### config.mk
export PLATFORM = sky130hd
export DESIGN_NAME = multicycle_control_fsm
export DESIGN_NICKNAME = d
export VERILOG_FILES = /design/src/rtl/multicycle_control_fsm.sv
export SDC_FILE = /design/constraint.sdc
export NUM_CORES = 1
export LEC_CHECK = 0
export ABC_CLOCK_PERIOD_IN_PS = 2250
export BUFFER_PORTS_ARGS = -buffer_cell sky130_fd_sc_hd__buf_4
export CAP_MARGIN = 20
export CORE_UTILIZATION = 35
export DETAILED_ROUTE_END_ITERATION = 10
export SLEW_MARGIN = 15
export SYNTH_ARGS = -nofsm -noshare
export SYNTH_HDL_FRONTEND = slang
export SYNTH_SLANG_ARGS = --single-unit
export TNS_END_PERCENT = 1
### constraint.sdc
create_clock -name clk -period 2.25 [get_ports clk]
set_input_delay 0.225 -clock clk [delete_from_list [all_inputs] [get_ports clk]]
set_output_delay 0.225 -clock clk [all_outputs]
set_load 0.02 [all_outputs]
### src/rtl/multicycle_control_fsm.sv
// multicycle_control_fsm
// ----------------------
// Moore-style sequencer for the multi-cycle MIPS32 datapath. Each instruction
// is stepped through fetch, decode, address/execute, memory and write-back.
// Memory accesses stall on mem_ready. A wait that runs too long is aborted
// back to FETCH.
//
// Parameters
//   TIMEOUT      maximum consecutive memory-wait cycles before abort (0 = never)
//
// Ports
//   clk          rising-edge clock
//   rst_n        asynchronous active-low reset
//   opcode       IR[31:26], stable from DECODE until the next IRWrite
//   mem_ready    memory completes the current read/write this cycle
//   PCWrite .. ALUSrcA   single-bit datapath controls
//   ALUSrcB      00 B, 01 const 4, 10 sign-ext imm, 11 sign-ext imm << 2
//   ALUOp        00 add, 01 subtract, 10 funct-decoded
//   PCSource     00 ALU result, 01 ALUOut, 10 jump target
//   state        current state encoding (debug)
//   instr_done   pulse on the final cycle of a retired instruction
//   illegal_op   pulse when DECODE sees an unsupported opcode
//   mem_timeout  pulse when a memory wait is aborted
module multicycle_control_fsm #(
    parameter int unsigned TIMEOUT = 255
) (
    input  logic       clk,
    input  logic       rst_n,
    input  logic [5:0] opcode,
    input  logic       mem_ready,
    output logic       PCWrite,
    output logic       PCWriteCond,
    output logic       IorD,
    output logic       MemRead,
    output logic       MemWrite,
    output logic       IRWrite,
    output logic       MemToReg,
    output logic       RegWrite,
    output logic       RegDst,
    output logic       ALUSrcA,
    output logic [1:0] ALUSrcB,
    output logic [1:0] ALUOp,
    output logic [1:0] PCSource,
    output logic [3:0] state,
    output logic       instr_done,
    output logic       illegal_op,
    output logic       mem_timeout
);

    typedef enum logic [3:0] {
        IDLE      = 4'd0,
        FETCH     = 4'd1,
        DECODE    = 4'd2,
        MEM_ADDR  = 4'd3,
        MEM_READ  = 4'd4,
        MEM_WB    = 4'd5,
        MEM_WRITE = 4'd6,
        EXECUTE   = 4'd7,
        ALU_WB    = 4'd8,
        BRANCH    = 4'd9,
        JUMP      = 4'd10
    } state_t;

    localparam logic [5:0] OP_RTYPE = 6'b000000;
    localparam logic [5:0] OP_LW    = 6'b100011;
    localparam logic [5:0] OP_SW    = 6'b101011;
    localparam logic [5:0] OP_BEQ   = 6'b000100;
    localparam logic [5:0] OP_J     = 6'b000010;

    localparam logic [7:0] TIMEOUT_VAL = TIMEOUT[7:0];
    localparam bit         TIMEOUT_ON  = (TIMEOUT != 0);

    state_t     cur_state;
    state_t     next_state;
    logic [7:0] wait_cnt;
    logic       wait_state;
    logic       timeout_hit;

    // The three states that issue a memory request are the only ones that
    // can stall. The abort fires only while memory is still not ready, so
    // a completion in the matching cycle always wins.
    assign wait_state  = (cur_state == FETCH) || (cur_state == MEM_READ) ||
                         (cur_state == MEM_WRITE);
    assign timeout_hit = TIMEOUT_ON && wait_state && !mem_ready &&
                         (wait_cnt == TIMEOUT_VAL);

    assign state = cur_state;

    // State register. Reset is asynchronous so an instruction in flight is
    // dropped at once, including any pending memory write.
    always_ff @(posedge clk or negedge rst_n) begin
        if (!rst_n) begin
            cur_state <= IDLE;
        end else begin
            cur_state <= next_state;
        end
    end

    // Wait counter. It counts stalled cycles while a request is outstanding.
    // Leaving a wait state, completing, or aborting all return it to zero.
    // As a result, every entry into a wait state (including the FETCH retry
    // after an abort) starts counting from zero.
    always_ff @(posedge clk or negedge rst_n) begin
        if (!rst_n) begin
            wait_cnt <= 8'd0;
        end else if (wait_state && !mem_ready && !timeout_hit) begin
            wait_cnt <= wait_cnt + 8'd1;
        end else begin
            wait_cnt <= 8'd0;
        end
    end

    // Next-state and control decode. Every control defaults to 0 so each
    // state lists only what it asserts. The mem_ready-qualified strobes keep
    // IR/PC updates and instruction retirement tied to the completing cycle.
    always_comb begin
        next_state  = IDLE;
        PCWrite     = 1'b0;
        PCWriteCond = 1'b0;
        IorD        = 1'b0;
        MemRead     = 1'b0;
        MemWrite    = 1'b0;
        IRWrite     = 1'b0;
        MemToReg    = 1'b0;
        RegWrite    = 1'b0;
        RegDst      = 1'b0;
        ALUSrcA     = 1'b0;
        ALUSrcB     = 2'b00;
        ALUOp       = 2'b00;
        PCSource    = 2'b00;
        instr_done  = 1'b0;
        illegal_op  = 1'b0;
        mem_timeout = 1'b0;

        case (cur_state)
            IDLE: begin
                next_state = FETCH;
            end
            FETCH: begin
                MemRead = 1'b1;
                ALUSrcB = 2'b01;
                IRWrite = mem_ready;
                PCWrite = mem_ready;
                if (mem_ready) begin
                    next_state = DECODE;
                end else begin
                    next_state  = FETCH;
                    mem_timeout = timeout_hit;
                end
            end
            DECODE: begin
                ALUSrcB = 2'b11;
                case (opcode)
                    OP_RTYPE:     next_state = EXECUTE;
                    OP_LW, OP_SW: next_state = MEM_ADDR;
                    OP_BEQ:       next_state = BRANCH;
                    OP_J:         next_state = JUMP;
                    default: begin
                        next_state = FETCH;
                        illegal_op = 1'b1;
                    end
                endcase
            end
            MEM_ADDR: begin
                ALUSrcA    = 1'b1;
                ALUSrcB    = 2'b10;
                next_state = (opcode == OP_LW) ? MEM_READ : MEM_WRITE;
            end
            MEM_READ: begin
                MemRead = 1'b1;
                IorD    = 1'b1;
                if (mem_ready) begin
                    next_state = MEM_WB;
                end else if (timeout_hit) begin
                    next_state  = FETCH;
                    mem_timeout = 1'b1;
                end else begin
                    next_state = MEM_READ;
                end
            end
            MEM_WB: begin
                RegWrite   = 1'b1;
                MemToReg   = 1'b1;
                instr_done = 1'b1;
                next_state = FETCH;
            end
            MEM_WRITE: begin
                MemWrite = 1'b1;
                IorD     = 1'b1;
                if (mem_ready) begin
                    next_state = FETCH;
                    instr_done = 1'b1;
                end else if (timeout_hit) begin
                    next_state  = FETCH;
                    mem_timeout = 1'b1;
                end else begin
                    next_state = MEM_WRITE;
                end
            end
            EXECUTE: begin
                ALUSrcA    = 1'b1;
                ALUOp      = 2'b10;
                next_state = ALU_WB;
            end
            ALU_WB: begin
                RegWrite   = 1'b1;
                RegDst     = 1'b1;
                instr_done = 1'b1;
                next_state = FETCH;
            end
            BRANCH: begin
                ALUSrcA     = 1'b1;
                ALUOp       = 2'b01;
                PCWriteCond = 1'b1;
                PCSource    = 2'b01;
                instr_done  = 1'b1;
                next_state  = FETCH;
            end
            JUMP: begin
                PCWrite    = 1'b1;
                PCSource   = 2'b10;
                instr_done = 1'b1;
                next_state = FETCH;
            end
            default: begin
                next_state = IDLE;
            end
        endcase
    end

endmodule
# == Word-level counts from Yosys, hierarchy flattened ==
# Cells that the tools add are included.
# totals
register_bits,12
input_bits,9
output_inout_bits,23
word_cells,65
# op_classes
add_sub_neg,1
n_eq_ne,15
mux,30
n_reduce_logical,17
# op_table
operator,count
$pmux 4 s7,1
$eq 4x3->1 const B,4
$pmux 4 s4,1
$mux 1,15
$eq 4x4->1 const B,3
$eq 6x6->1 const B,2
$mux 3,4
$reduce_or 5->1,2
$add 8x1->8 const B,1
$eq 4x2->1 const B,2
$eq 8x8->1 const B,1
$mux 8,1
$pmux 2 s2,2
$reduce_or 2->1,4
$eq 6x2->1 const B,1
$eq 6x3->1 const B,1
$logic_not 6->1,1
$pmux 1 s2,3
$pmux 2 s3,1
$eq 4x1->1 const B,1
$logic_not 4->1,1
$mux 2,2
$reduce_or 4->1,1
$logic_and 1x1->1,3
3 further kinds,5

# == Logic depth before layout (Yosys ltp) ==
# depth
word_depth,8
ltp_mapped,5
depth_no_buf,5

# == Worst setup path before layout ==
# Ideal clock, no wire load.
# synth_path
kind,register to output
from,"register cur_state[2], in the netlist state[2]"
to,output port RegWrite
arrival_ns,1.618
t_required_ns,2.025
setup_slack_ns,0.407
stages_incl_launch_ff,5
path_buffers,1
path_cell_list,dfrtp_1 > buf_2 > nand2b_1 > nor3_1 > or2_2
# synth_via
elab_chain_cells,3
# synth_lines
element,line_no,source
start: declaration,73,state_t cur_state;
start signal: assignment,95,cur_state <= next_state;
$eq 4x4->1 or $eq 4x3->1 (tied branches),135,case (cur_state)
$reduce_or 2->1 (no source line) (*),--,
$mux 1 (*),135,
end: declaration,38,"output logic RegWrite,"
# Mark *: on every way between the ends. The rest lies on a longest branch, timed or not.

# == Final worst setup path ==
# layout_path
from,"register cur_state[0], in the netlist state[0]"
to,output port illegal_op
# layout_via
elab_chain_cells,2
# layout_lines
element,line_no,source
$eq 4x2->1,135,
$mux 1,135,
end: declaration,46,"output logic illegal_op,"
# No other way between the ends.

==> metrics.txt <==
drt first pass iters=4; placement row count=17; Worst Hold Class=input pin to flop; Post-synth top cells=18 x nor2_1, 12 x dfrtp_1, 8 x nor3_1; Die W=51.4 um; vias in the first global route=799; Slew headroom=0.702; I/O Pins=32; Post-DRT Antenna Nets=0; htree depth=1; clk buf depth=2; root buf cell=clkbuf_4; DIE AREA=0.00264 mm^2; dpl cell area=0.00109 mm^2; RSZ-0062 raised after global routing=no; all-layer global routing usage=0.182; max-slew violations=0; post-synthesis area per instance=8.28 um^2; Routed wire per std cell=13.3 um; final wirelength=2.14 mm; # setup viols final=0; setup TNS=0 ns; CP delay by family, top=simple AND/OR/NAND/NOR gates; fill count=238; required time of the worst setup path=2.03 ns; Mapped Nets=113; PD cells=1120 mW/mm^2; Synth warnings=0; Hold Fails Final Rpt=0; antenna diode count=0; Critical Path, Cell by Cell=nand2b_4, or3_4, nor3_1, buf_4; first-pass GRT wire length=3.55 mm; Clock Sinks=12; Most used DFF post-synth=dfrtp_1; Hold-fix buffers, CTS=1; clock skew=0.00278 ns; CP max-delay cell=dfrtp_1; most frequent cell after synthesis=nor2_1; Synth top area share=0.352; fin crit share=0.883; number of synthesized flops with an enable pin=0; CP max FO=14; latest clock arrival within the worst-skew pair=0.26 ns; Yosys cell types=37; max-cap viol count=0; register area=300 um^2; PortBufs=31; Crit Path Class=flop to output port; Placer Congestion=0.842; post-CTS sizing=0; Die H=51.4 um; run status=complete, no violations; CTS tree=yes; mapped cell area=853 um^2; core area=0.00225 mm^2; Worst VDD drop=0.000516 V; fin nets=145; cell type with the largest total area after synthesis=dfrtp_1; vias after detailed routing=832; static leakage=0.520 nW; Remaining Overflow, GRT=0; First DRT Iteration DRCs=17; detailed placer's ending HPWL=1.60 mm; Worst Path Arrival=1.76 ns; Startpoint Class=flop; initial core utilization=0.378; clock slew at reported path FFs=0.07 ns; area grow syn2layout=31.7%; final hold slack=0.286 ns; Finished Cell Area=0.00112 mm^2; Peak Freq=503 MHz; asr flop ratio synth=1.00; drt drc=0; Max stage delay on crit path=0.53 ns; Worst Max-Slew Pin Slew=0.447 ns; Synth area leaders=dfrtp_1 35%, nor2_1 7.9%, xnor2_1 5.1%; Tmin final=1.99 ns; multi-input combinational cell area=512 um^2; ratio of cells with drive above 1 in the final layout=0.323; #FFs+latches synth=12; clock buffer count from CTS=3; crit end category=output port; largest net degree at the start of global routing=15; CP Buf/Inv Count=1; buffer count from post-CTS setup fixing=0; via/cell ratio=5.17; register area share after synthesis=0.352; antenna violations before repair=0; Post-Synthesis Cells=103
==> power by group <==
part | total (W) | switching [W] | internal, W
Sequential | 0.000365 | 0.000108 | 0.000257
Combinational | 0.000762 | 0.000424 | 0.000338
Clock | 0.000127 | 0.0000649 | 0.0000618
Total | 0.00125 | 0.000597 | 0.000656
==> cell usage in the layout (no fill, tap or decap), types with 2 or more instances in the layout <==
master    count
buf_4        31
nor2_1       18
dfrtp_1      12
nor3_1        8
nand2_1       7
a21oi_1       6
xnor2_1       5
nand2b_1      3
inv_1         3
nand3_1       3
o21ai_0       3
clkbuf_4      3
nor2b_1       2
and2_1        2
or3_1         2
xor2_1        2
or2_2         2
==> layer usage <==
metal,wire length [um],vias up,GRT usage
li1,-,416,-
met1,980,390,0.237
met2,1060,22,0.299
met3,79,4,0.0476
met4,27,0,0.0450
met5,0,-,0
==> stage by stage <==
step                      utilization  setup slack (ns)  power [W]  std cells
after floorplan                     -             0.407   0.000855        103
after global placement          0.484             0.604    0.00112        157
after detailed placement        0.484             0.579    0.00113        157
after CTS                       0.498             0.271    0.00126        161
after global routing            0.498             0.146    0.00136        161
final                           0.498             0.264    0.00125        161
==> tightest hold or removal path, cell delays in order <==
cell and delay, ns:
buf_4 0.12, nand2_1 0.06, nand2_1 0.04, o21ai_0 0.06
==> layout make-up <==
class / count / area share
clock buffers: 3 / 0.0200
inverters: 3 / 0.0100
multi-input cells: 83 / 0.455
flip-flops and latches: 12 / 0.267
well taps: 28 / 0.0312
repair buffers: 32 / 0.216
==> registers in the layout, indices dropped and copies added, names as in the netlist <==
register  cells
wait_cnt      8
state         4
==> kinds of logic after synthesis <==
group,share of synthesized area
xor gates and xnor gates,0.0718
AOI/OAI and AO/OA,0.135
adders and majority gates,0.0147
DFF,0.352
muxes,0.0117
buffers and inverters,0.0484
and+or+nand+nor,0.367
==> path summary, 6_finish.rpt <==
| kind | start | cells after the start | endpoint | slack, ns |
|---|---|---|---|---|
| max | state[0]$_DFF_PN0_ | 4 | illegal_op | 0.26 |
| min | mem_ready | 4 | state[2]$_DFF_PN0_ | 0.29 |
| max reg2reg | state[0]$_DFF_PN0_ | 4 | state[1]$_DFF_PN0_ | 0.61 |
| min reg2reg | wait_cnt[0]$_DFF_PN0_ | 1 | wait_cnt[0]$_DFF_PN0_ | 0.48 |
| max in group asynchronous | rst_n | 2 | wait_cnt[5]$_DFF_PN0_ | 1.77 |
| min in group asynchronous | rst_n | 2 | wait_cnt[4]$_DFF_PN0_ | 0.33 |
(Power assumes the default switching activity.)
